File: config.mk
export PLATFORM = sky130hd
export DESIGN_NAME = ram_burst_ctrl
export DESIGN_NICKNAME = d
export VERILOG_FILES = /design/src/rtl/ram_burst_ctrl.sv
export SDC_FILE = /design/constraint.sdc
export NUM_CORES = 1
export LEC_CHECK = 0
export ABC_AREA = 1
export CORE_MARGIN = 2
export CORE_UTILIZATION = 45
export CTS_CLUSTER_DIAMETER = 200
export DETAILED_ROUTE_END_ITERATION = 10
export PLACE_DENSITY = 0.81
export SLEW_MARGIN = 15
export SYNTH_ARGS = -nofsm -noshare
export SYNTH_HDL_FRONTEND = slang
export SYNTH_SLANG_ARGS = --single-unit
File: constraint.sdc
create_clock -name clock -period 3.1 [get_ports clock]
set_input_delay 0.62 -clock clock [delete_from_list [all_inputs] [get_ports clock]]
set_output_delay 0.62 -clock clock [all_outputs]
set_load 0.005 [all_outputs]
File: src/rtl/ram_burst_ctrl.sv
// Burst initiator for a single-port synchronous-read RAM: one command at a time, contiguous ascending addresses.
// Latency: write beat lands at its accept edge; read beat reaches rd_valid two cycles after its address issue.
// Backpressure: wr_valid low stalls writes; read issue is credit-limited against a 2-entry output buffer.
// Optional feature macro: RAM_BURST_CTRL_WRAP_CHK_EN (reject bursts that would wrap the address space).
module ram_burst_ctrl #(
  parameter int AWIDTH = 3,
  parameter int DWIDTH = 32
) (
  input  logic              clock,
  input  logic              reset_n,
  input  logic              cmd_valid,
  output logic              cmd_ready,
  input  logic              cmd_write,
  input  logic [AWIDTH-1:0] cmd_addr,
  input  logic [AWIDTH-1:0] cmd_len,
  input  logic [DWIDTH-1:0] wr_data,
  input  logic              wr_valid,
  output logic              wr_ready,
  output logic [DWIDTH-1:0] rd_data,
  output logic              rd_valid,
  input  logic              rd_ready,
  output logic [AWIDTH-1:0] ram_addr,
  output logic [DWIDTH-1:0] ram_din,
  output logic              ram_we,
  input  logic [DWIDTH-1:0] ram_dout,
  output logic              busy,
  output logic              done,
  output logic              err
);

  typedef enum logic [1:0] {
    S_IDLE  = 2'd0,
    S_WRITE = 2'd1,
    S_READ  = 2'd2,
    S_DRAIN = 2'd3
  } state_t;

  state_t            r_state;
  state_t            w_state_nxt;

  logic [AWIDTH-1:0] r_cur_addr;
  logic [AWIDTH-1:0] r_remaining;
  logic              r_inflight;
  logic              r_done;

  // Output buffer: two entries, separate read/write pointers plus occupancy.
  logic [DWIDTH-1:0] r_buf [0:1];
  logic              r_wr_ptr;
  logic              r_rd_ptr;
  logic [1:0]        r_count;

  logic              w_pop;
  logic              w_push;
  logic [1:0]        w_count_nxt;
  logic [2:0]        w_credit;
  logic              w_cmd_acc;
  logic              w_wr_acc;
  logic              w_issue;
  logic              w_finish;
  logic              w_drop;
  logic              w_wrap;

  assign w_pop       = rd_valid && rd_ready;
  assign w_push      = r_inflight;
  assign w_count_nxt = r_count + {1'b0, w_push} - {1'b0, w_pop};
  // Slots that will be claimed after this edge: entries kept plus the beat still in the RAM pipeline.
  assign w_credit    = {1'b0, r_count} + {2'b0, r_inflight} - {2'b0, w_pop};

  assign w_wrap = ({1'b0, cmd_addr} + {1'b0, cmd_len}) > {1'b0, {AWIDTH{1'b1}}};

`ifdef RAM_BURST_CTRL_WRAP_CHK_EN
  assign w_drop = w_wrap;
`else
  assign w_drop = 1'b0;
`endif

  assign rd_valid = (r_count != 2'd0);
  assign rd_data  = r_buf[r_rd_ptr];
  assign ram_addr = r_cur_addr;
  assign ram_din  = wr_data;
  assign busy     = (r_state != S_IDLE);
  assign done     = r_done;

  // State register.
  always_ff @(posedge clock or negedge reset_n) begin
    if (!reset_n) begin
      r_state <= S_IDLE;
    end else begin
      r_state <= w_state_nxt;
    end
  end

  // Next-state decode and per-state handshake/RAM strobes.
  always_comb begin
    w_state_nxt = r_state;
    cmd_ready   = 1'b0;
    wr_ready    = 1'b0;
    ram_we      = 1'b0;
    w_cmd_acc   = 1'b0;
    w_wr_acc    = 1'b0;
    w_issue     = 1'b0;
    w_finish    = 1'b0;
    case (r_state)
      S_IDLE: begin
        cmd_ready = 1'b1;
        if (cmd_valid && !w_drop) begin
          w_cmd_acc   = 1'b1;
          w_state_nxt = cmd_write ? S_WRITE : S_READ;
        end
      end
      S_WRITE: begin
        wr_ready = 1'b1;
        ram_we   = wr_valid;
        w_wr_acc = wr_valid;
        if (wr_valid && (r_remaining == '0)) begin
          w_state_nxt = S_IDLE;
          w_finish    = 1'b1;
        end
      end
      S_READ: begin
        w_issue = (w_credit < 3'd2);
        if (w_issue && (r_remaining == '0)) begin
          w_state_nxt = S_DRAIN;
        end
      end
      S_DRAIN: begin
        // Finished once nothing remains in the RAM pipeline and the last entry leaves.
        if (!r_inflight && (w_count_nxt == 2'd0)) begin
          w_state_nxt = S_IDLE;
          w_finish    = 1'b1;
        end
      end
      default: w_state_nxt = S_IDLE;
    endcase
  end

  // Burst address/beat bookkeeping, read pipeline flag and completion pulse.
  always_ff @(posedge clock or negedge reset_n) begin
    if (!reset_n) begin
      r_cur_addr  <= '0;
      r_remaining <= '0;
      r_inflight  <= 1'b0;
      r_done      <= 1'b0;
    end else begin
      if (w_cmd_acc) begin
        r_cur_addr  <= cmd_addr;
        r_remaining <= cmd_len;
      end else if (w_wr_acc || w_issue) begin
        r_cur_addr  <= r_cur_addr + 1'b1;
        r_remaining <= r_remaining - 1'b1;
      end
      r_inflight <= w_issue;
      r_done     <= w_finish;
    end
  end

  // Output buffer: capture RAM data one cycle after issue, release on rd handshake.
  always_ff @(posedge clock or negedge reset_n) begin
    if (!reset_n) begin
      r_buf[0] <= '0;
      r_buf[1] <= '0;
      r_wr_ptr <= 1'b0;
      r_rd_ptr <= 1'b0;
      r_count  <= 2'd0;
    end else begin
      if (w_push) begin
        r_buf[r_wr_ptr] <= ram_dout;
        r_wr_ptr        <= ~r_wr_ptr;
      end
      if (w_pop) begin
        r_rd_ptr <= ~r_rd_ptr;
      end
      r_count <= w_count_nxt;
    end
  end

`ifdef RAM_BURST_CTRL_WRAP_CHK_EN
  logic r_err;

  // Rejection pulse for a command that would wrap.
  always_ff @(posedge clock or negedge reset_n) begin
    if (!reset_n) begin
      r_err <= 1'b0;
    end else begin
      r_err <= (r_state == S_IDLE) && cmd_valid && w_drop;
    end
  end

  assign err = r_err;
`else
  assign err = 1'b0;
`endif

endmodule
==> results by group, run 1 <==
STA
  • Setup Skew: 0.00966 ns
  • Max-slew violation count: 0
  • Setup-failing EPs final: 0
  • Fin crit period: around 2.6 ns
  • RSZ-0062 raised after global routing: false
  • Hold Vio Cnt, Final: 0
  • Worst slew margin: 28.9%
  • Worst-Margin Slew: 1.06 ns
  • Max Freq: approximately 390 MHz
  • Final worst path period share: between 80% and 90%
  • TNS Setup: 0 ns

Synthesis
  • Synth warn: 0
  • Number of synthesized register bits: 78
  • Post-synthesis cell count: approximately 490
  • Post-synthesis adder-cell area fraction: under 10%
  • Syn Nets: 571
  • Cell with the most instances after synthesis: nand2_1
  • Synth Area in Compound Gates: roughly 12%
  • Multiplexer area fraction after synthesis: 0%
  • Post-synthesis xor/xnor area fraction: less than 1%
  • EDFF count, synth: 0
  • Top cells by area, synth: dfrtp_1 49%, nand2_1 19%, buf_4 6.2%
  • Top FF cell, synth: dfrtp_1
  • Synth area leader: dfrtp_1
  • Simple-Gate Fraction of Synth Area: between 20 and 25%
  • Largest family of logic cells by synthesized area: simple AND/OR/NAND/NOR gates
  • Register area share after synthesis: 48.6%
  • Synth cell types: 29
  • Post-synth top area share: around half
  • Most instantiated cells after synthesis: 198 x nand2_1, 78 x dfrtp_1, 50 x inv_1
  • Avg Cell Area, Syn: a little over 8 µm²
  • Async SR Flop Fraction: 100%
  • Syn Std Cell Area: roughly 0.004 mm²

Worst setup path
  • Worst flop-to-flop path endpoint: ram_addr[2]
  • CP Capture Point: ram_addr[2]
  • Crit path capture type: flop
  • Crit Path Max Fanout: 9
  • Kind of critical path: input pin to flop
  • Worst setup startpoint: rd_ready
  • CP startpoint kind: input pin
  • Critical R2R Launch: r_count[1]
  • R2r setup slk: 0.59 ns
  • Worst EP arrival: around 2.9 ns
  • Cell count of the worst reg-to-reg path: 13
  • Required time of the worst setup path: approximately 3.4 ns

Placed design
  • Placement Cell Area: between 0.004 and 0.005 mm²
  • Post-DP HPWL: around 5.6 mm
  • Gpl congestion: around 0.76
  • Port buffer count: 84

Global routing
  • GR Overflow Total: 0
  • First-pass GRT wire length: ~14 mm
  • Largest net degree at the start of global routing: 79
  • Vias in the first global route: 2996
  • Initial antenna violation count: 0
  • GRT Util Overall: 17.2%

Clock network
  • Worst-Skew Late Latency: roughly 0.34 ns
  • CTS root buf: clkbuf_8
  • CTS H-tree depth: 3
  • Post-CTS sizing: 0
  • Clk slew on worst S/H paths: 0.07 ns
  • Buffer count from post-CTS setup fixing: 0
  • Hold_buf cts: 0
  • TritonCTS Buffers: 9
  • Clk sinks: around 80
  • Clock buffer depth: 2
  • CTS tree: yes

Power and ir drop
  • Total Power: 5.43 mW
  • Pwr dens: approximately 1100 mW/mm²
  • Pleak: approximately 2.5 nW
  • Peak supply drop: approximately 590 µV

Routing
  • Detailed Route WL: between 8 and 9 mm
  • Vias post-DR: approximately 3100
  • DRC: 0
  • Via/cell ratio: between 4 and 5
  • Wire length per cell: roughly 13 µm
  • Post-DRT Antenna Nets: 0
  • First DRT Iteration DRCs: 100
  • 1st-pass router iterations: 4

Floorplanning
  • Core Region: 0.00868 mm²
  • Row count: 34
  • Die X: about 100 µm
  • Die Footprint: 0.00969 mm²
  • Die Y: about 100 µm
  • Count of boundary I/O pins: 150
  • Initial Utilization: a little under half

Cells and area
  • Area growth syn-to-layout: 21.5%
  • Ant. Diodes: 0
  • Design area: between 0.004 and 0.005 mm²
  • NumNets Final: 616
  • Fraction of layout cells with a size suffix above 1: 11.5%

Job
  • # Max-Cap Violations: 0

Worst hold path
  • HP Class: input pin to async pin

Run status
  • Status: finished clean
[power breakdown]
group	total [mW]	internal [mW]	switching [mW]	leakage (nW)
registers	1.85	1.55	0.303	0.931
logic	2.68	1.33	1.35	1.46
clock network	0.898	0.552	0.347	0.119
total	5.43	3.43	2.00	2.51
[layout by cell type, fill, tap and decap left out, drive strengths merged]
cell | Yosys | final
inv | 55 | 55
o21ai | 70 | 70
nand3 | 8 | 8
clkbuf | 10 | 11
buf | 43 | 4
bufinv | 0 | 3
dfrtp | 78 | 78
clkinv | 1 | 2
or2 | 1 | 1
nor2 | 6 | 6
xor2 | 1 | 1
ha | 5 | 5
nand2 | 204 | 204
xnor2 | 2 | 2
conb | 1 | 1
a21oi | 3 | 3
fa | 1 | 1
clkdlybuf4s50 | 0 | 83
[metrics by stage]
| step | hold WS [ns] | instances | util, % | worst slack, ns |
|---|---|---|---|---|
| 2_1_floorplan | 0.324 | 489 | - | 0.803 |
| 3_3_place_gp | 0.464 | 631 | 53.5 | 0.305 |
| 3_5_place_dp | 0.469 | 631 | 53.5 | 0.172 |
| 4_1_cts | 0.473 | 646 | 56.2 | 0.480 |
| 5_1_grt | 0.506 | 646 | 56.2 | 0.412 |
| 6_report | 0.413 | 646 | 56.2 | 0.509 |
[critical path, cell delays in order]
cell	delay [ns]
clkdlybuf4s50_1	0.41
nand2_1	0.11
inv_1	0.05
ha_1	0.26
inv_1	0.04
ha_1	0.19
fa_1	0.48
a21oi_1	0.28
nand3_4	0.18
nand2_8	0.14
nand2_1	0.06
nand2_1	0.06
[cell families after synthesis]
group / after synthesis
buffers and inverters: 109
AND/OR/NAND/NOR: 219
AO/OA/AOI/OAI: 73
adder cells (fa/ha/maj): 6
flip-flops: 78
other: 1
XOR/XNOR: 3
[area by class of cell]
cell class | instances | area [µm²]
Sequential cell | 78 | 1950
Timing Repair Buffer | 87 | 861
Clock buffer | 11 | 141
Fill cell | 824 | 3800
Multi-Input combinational cell | 302 | 1480
Tap cell | 108 | 135
Clock inverter | 4 | 95.1
Inverter | 56 | 213
[registers in the layout (all words and copies together), names as in the netlist, 2 cells and up]
signal and cells:
r_buf 64, r_remaining 3, ram_addr 3, r_count 2, r_state 2
[routing by layer]
layer  GRT usage (%)  share of wire, %  vias to the layer above
met5               0                 0                        -
met3            3.97               6.2                       22
met4            6.32               1.8                        0
met1            21.2                42                     1411
met2            29.7                50                       75
li1                -                 -                     1545
[worst min path at each step]
| stage | startpoint | endpoint | slack (ns) | depth (start not counted) |
|---|---|---|---|---|
| after global routing | r_buf[43] | r_buf[43] | 0.51 | 2 |
| after detailed placement | r_buf[32] | r_buf[32] | 0.47 | 2 |
| after floorplan | reset_n | done | 0.32 | 0 |
| final | reset_n | r_buf[57] | 0.41 | 1 |
| after CTS | reset_n | r_remaining[2] | 0.47 | 1 |
| after global placement | r_buf[40] | r_buf[40] | 0.46 | 2 |
Power figures use the tool's default switching activity.
==> run 2, diff against run 1 <==
- CORE_UTILIZATION: 45 -> 40
- PLACE_DENSITY: 0.81 -> 0.76
- clock period: 3.1 -> 2.2 ns (I/O delays scaled with it)
==> results by group, run 2 (synthesized netlist as in run 1, its figures left out) <==
Run status
  • Status: finished clean

STA
  • Final worst path period share: 99.6%
  • Setup-failing EPs final: 0
  • Max-slew violation count: 0
  • Worst slew margin: a little under half
  • Worst-Margin Slew: 0.787 ns
  • Final worst slack: approximately 0.0088 ns
  • Setup Skew: 0.0109 ns
  • Fin crit period: 2.19 ns
  • Max Freq: between 400 and 500 MHz
  • Hold Vio Cnt, Final: 0
  • RSZ-0062 raised after global routing: true

Floorplanning
  • Die Y: 104 µm
  • Die Footprint: between 0.01 and 0.015 mm²
  • Initial Utilization: about two fifths
  • Row count: 36
  • Count of boundary I/O pins: 150
  • Core Region: 0.00977 mm²
  • Die X: about 100 µm

Clock network
  • Clk slew on worst S/H paths: around 0.080 ns
  • CTS root buf: clkbuf_8
  • Hold_buf cts: 0
  • TritonCTS Buffers: 9
  • CTS tree: yes
  • Worst-Skew Late Latency: approximately 0.33 ns
  • Clk sinks: 78
  • CTS H-tree depth: 3
  • Clock buffer depth: 2

Cells and area
  • Max reg flops: between 60 and 70
  • Commonest non-fill, non-tap cells in the layout: 189 x nand2_1, 82 x clkdlybuf4s50_1, 78 x dfrtp_1
  • Fraction of layout cells with a size suffix above 1: ~18%
  • Filler cells: 911
  • Sequential cell area: about 0.0020 mm²
  • Most common cell after layout, fill and taps aside: nand2_1
  • Area of the multi-input gates: between 0.0015 and 0.002 mm²
  • NumNets Final: ~640
  • Area growth syn-to-layout: 28.2%
  • Ant. Diodes: 0
  • Fin cells: between 600 and 700
  • Largest Register: r_buf

Global routing
  • Met2 GRT Util: between 20% and 30%
  • Largest net degree at the start of global routing: 44
  • GR Util met3: roughly 3.9%
  • Met1 usage: between 10% and 20%
  • Initial antenna violation count: 0
  • Vias in the first global route: about 3200
  • GR Overflow Total: 0
  • GR peak layer: met2
  • First-pass GRT wire length: 14.3 mm
  • GRT Util Overall: about 16%

Routing
  • DRC: 0
  • Wire length per cell: between 10 and 15 µm
  • Vias post-DR: around 3200
  • Post-DRT Antenna Nets: 0
  • Detailed Route WL: between 8 and 9 mm
  • First DRT Iteration DRCs: between 100 and 150
  • 1st-pass router iterations: 4
  • Via/cell ratio: 4.63

Power and ir drop
  • Pleak: roughly 2.6 nW
  • Total Power: roughly 8 mW
  • Peak supply drop: about 580 µV
  • Pwr dens: approximately 1500 mW/mm²

Worst setup path
  • Crit path capture type: flop
  • Kind of critical path: flop to flop
  • Required time of the worst setup path: ~2.5 ns
  • Worst EP arrival: roughly 2.5 ns
  • Crit Path Max Fanout: 6
  • CP startpoint kind: flop

Worst hold path
  • HP Class: input pin to async pin

Placed design
  • Port buffer count: 84
  • Placed Instances: 664
  • Setup Slack @ Placement: -0.452 ns
  • Gpl congestion: between 0.7 and 0.8
  • Post-DP HPWL: ~5.7 mm

Job
  • # Max-Cap Violations: 0
[run 2: changes by cell type in the layout (fill, tap and decap cells not counted), moves of 4 or more]
cell     before  now
nand2_1     197  189
inv_1        50   46
buf_6         0    4
nand2_2       5   13
buf_4         4   16
[run 2: worst max-delay path: stages (launching register included)]
cell and delay (ns):
dfrtp_1 0.40, inv_2 0.08, nand2_2 0.06, nand2_2 0.08, inv_2 0.05, ha_4 0.27
inv_4 0.04, ha_4 0.14, fa_2 0.45, a21oi_2 0.17, nand3_4 0.17, nand2_4 0.13
nand2_2 0.05, o21ai_2 0.04
[run 2: power breakdown]
| part | internal [mW] | switching, mW | leakage (nW) |
|---|---|---|---|
| clock network | 0.637 | 0.496 | 0.106 |
| logic | 2.15 | 2.03 | 1.57 |
| registers | 2.18 | 0.436 | 0.931 |
| total | 4.97 | 2.96 | 2.61 |
[run 2: repair_timing]
action,in CTS,in global routing
buffers inserted,12,1
gates resized for setup,11,12
gates cloned,1,0
setup endpoints to repair,7,31
pin swaps,7,5
[run 2: worst paths after layout]
path | slack [ns] | endpoint | cells after the start | start
worst max-delay path | 0.009 | r_remaining[0] | 13 | r_count[1]
worst min-delay path | 0.05 | r_buf[24] | 1 | reset_n
worst max register to register | 0.009 | r_remaining[0] | 13 | r_count[1]
worst min register to register | 0.48 | r_buf[44] | 2 | r_buf[44]
max in group asynchronous | 1.53 | r_buf[3] | 2 | reset_n
min in group clock | 0.48 | r_buf[44] | 2 | r_buf[44]
[run 2: layer usage]
layer / vias up / part of all wire (%)
met5: - / 0
met1: 1511 / 41
met3: 24 / 5.4
met2: 81 / 52
met4: 0 / 1.5
li1: 1590 / -
[run 2: final cells by class]
| class | count | area share (%) |
|---|---|---|
| Clock inverter | 6 | 1.68 |
| Clock buffer | 10 | 2.48 |
| Multi-Input combinational cell | 303 | 30.0 |
| Timing Repair Buffer | 106 | 20.5 |
| Tap cell | 133 | 3.23 |
| Sequential cell | 78 | 37.9 |
| Inverter | 56 | 4.18 |
[run 2: per-stage QoR]
| step | hold WS, ns | cell area, µm² | util, % | TNS [ns] |
|---|---|---|---|---|
| floorplan | 0.144 | 4020 | - | 0 |
| global placement | 0.425 | 4770 | 48.8 | -2.99 |
| detailed placement | 0.434 | 4770 | 48.8 | -3.99 |
| CTS | 0.0520 | 5120 | 52.4 | -0.152 |
| global route | 0.0697 | 5150 | 52.7 | -0.393 |
| finish | 0.0522 | 5150 | 52.7 | 0 |
==> run 3, diff against run 2 <==
- REMOVE_ABC_BUFFERS: not set -> 1
==> results by group, run 3 (synthesized netlist as in run 1, its figures left out) <==
Routing
  • First DRT Iteration DRCs: 135
  • Wire length per cell: between 10 and 15 µm
  • Via/cell ratio: approximately 4.7
  • Detailed Route WL: approximately 9.6 mm
  • 1st-pass router iterations: 4
  • Vias post-DR: ~3200
  • DRC: 0
  • Post-DRT Antenna Nets: 0

Floorplanning
  • Die Y: 104 µm
  • Count of boundary I/O pins: 150
  • Core Region: ~0.0098 mm²
  • Die Footprint: 0.0109 mm²
  • Row count: 36
  • Initial Utilization: between 40% and 50%
  • Die X: ~100 µm

Power and ir drop
  • Pwr dens: 1560 mW/mm²
  • Clock power share: approximately 14%
  • Int Power: about 5.0 mW
  • NetSw: 3.06 mW
  • Sw Share: approximately 38%
  • Register share of total power: about a third
  • Peak supply drop: 706 µV
  • Logic pwr share: 53.6%
  • Total Power: slightly above 8 mW
  • Pleak: roughly 2.6 nW

Global routing
  • Initial antenna violation count: 0
  • Largest net degree at the start of global routing: slightly above 50
  • Vias in the first global route: about 3200
  • GRT Util Overall: 17.8%
  • GR Overflow Total: 0
  • First-pass GRT wire length: around 16 mm

Worst setup path
  • CP Buf/Inv Count: 5
  • Crit Path Max Fanout: 2
  • CP startpoint kind: flop
  • Critical R2R Launch: r_count[0]
  • Worst setup startpoint: r_count[0]
  • Crit path capture type: flop
  • Top cell by count, worst path: nand2_2
  • Required time of the worst setup path: roughly 2.5 ns
  • Family with the most delay on the worst path: adder cells
  • Slowest CP cell: fa_2
  • Worst EP arrival: 2.53 ns
  • Kind of critical path: flop to flop
  • Crit-path cells: inv_1 > nand2_2 > nand2_2 > inv_2 > ha_4 > inv_2 > ha_4 > fa_2 > buf_4 > inv_2 > nand2_2 > nand2_2 > nand2_2 > nor2_4 > a21oi_2
  • CP max stage delay: 0.60 ns

Clock network
  • CTS root buf: clkbuf_8
  • Clk slew on worst S/H paths: about 0.08 ns
  • TritonCTS Buffers: 9
  • Clock buffer depth: 2
  • CTS tree: yes
  • CTS H-tree depth: 3
  • Clk sinks: a little under 80
  • Worst-Skew Late Latency: approximately 0.35 ns
  • Hold_buf cts: 0

Placed design
  • Post-DP HPWL: approximately 6.6 mm
  • Gpl congestion: a little over 0.8
  • Placed Instances: around 670
  • Port buffer count: 84

Job
  • # Max-Cap Violations: 0

Run status
  • Failing checks: negative setup slack
  • Status: finished with violations

Cells and area
  • NumNets Final: 635
  • Ant. Diodes: 0
  • Max reg flops: 64
  • Largest Register: r_buf
  • Commonest non-fill, non-tap cells in the layout: 188 x nand2_1, 81 x clkdlybuf4s50_1, 78 x dfrtp_1
  • Area growth syn-to-layout: 28.9%
  • Most common cell after layout, fill and taps aside: nand2_1
  • Fraction of layout cells with a size suffix above 1: 17.7%
  • Fin cells: 691

STA
  • Final worst path period share: 102%
  • Worst-Margin Slew: 0.737 ns
  • Worst slew margin: between 50% and 60%
  • Setup Skew: around 0.012 ns
  • RSZ-0062 raised after global routing: true
  • Final worst slack: -0.0464 ns
  • Max-slew violation count: 0
  • Hold Vio Cnt, Final: 0
  • TNS Setup: -0.261 ns
  • Fin crit period: ~2.2 ns
  • Setup-failing EPs final: 8
  • Max Freq: 445 MHz

Worst hold path
  • HP Class: input pin to async pin
[run 3: changes by cell type in the layout (fill, tap and decap cells not counted), moves of 2 or more]
| cell | previous run | this run |
|---|---|---|
| buf_6 | 4 | 0 |
| nand2_4 | 2 | 6 |
| nand2_2 | 13 | 10 |
| clkinv_2 | 2 | 0 |
| dlymetal6s2s_1 | 0 | 2 |
[run 3: worst paths after layout]
| kind | endpoint | slack [ns] | cells past startpoint |
|---|---|---|---|
| setup / recovery | r_state[1] | -0.05 | 15 |
| hold / removal | r_state[0] | 0.02 | 1 |
| setup reg to reg | r_state[1] | -0.05 | 15 |
| hold reg to reg | r_buf[43] | 0.49 | 2 |
| max in group asynchronous | r_buf[49] | 1.58 | 2 |
| min in group clock | r_buf[43] | 0.49 | 2 |
[run 3: cell type report]
type,instances,area [µm²]
flip-flops and latches,78,1950
clock buffers,11,131
multi-input cells,303,1570
well taps,133,166
repair buffers,105,1060
inverters,56,213
fillers,951,4600
clock inverters,5,83.8
[run 3: stage by stage]
step | setup WS, ns | hold slack, ns | util [%] | area [µm²]
2_1_floorplan | -0.0493 | 0.144 | - | 3640
3_3_place_gp | -0.392 | 0.385 | 49.0 | 4780
3_5_place_dp | -0.444 | 0.395 | 49.0 | 4780
4_1_cts | -0.0273 | 0.0155 | 51.8 | 5070
5_1_grt | -0.158 | 0.0279 | 53.0 | 5180
6_report | -0.0464 | 0.0150 | 53.0 | 5180
[run 3: repair_timing]
item / CTS / global route
gates resized for setup: 4 / 28
buffers inserted: 6 / 3
pin swaps: 3 / 10
endpoints found under the hold margin: 0 / 0
gates cloned: 1 / 0
setup endpoints to repair: 7 / 38
[run 3: power groups by stage]
stage	logic (mW)	clock network, mW	registers, mW
6_report	4.34	1.15	2.61
2_1_floorplan	2.12	0	2.58
5_1_grt	4.85	1.23	2.70
3_3_place_gp	3.85	0	2.59
3_5_place_dp	3.96	0	2.62
4_1_cts	4.11	1.17	2.60
[run 3: metal layers]
layer / wire [µm] / global-route usage [%] / vias to the layer above / share of wire [%]
met5: 0 / 2.38 / - / 0
met3: 874 / 8.46 / 10 / 9.1
met4: 115 / 5.60 / 0 / 1.2
li1: - / - / 1588 / -
met2: 4510 / 27.0 / 113 / 47
met1: 4070 / 22.5 / 1503 / 43
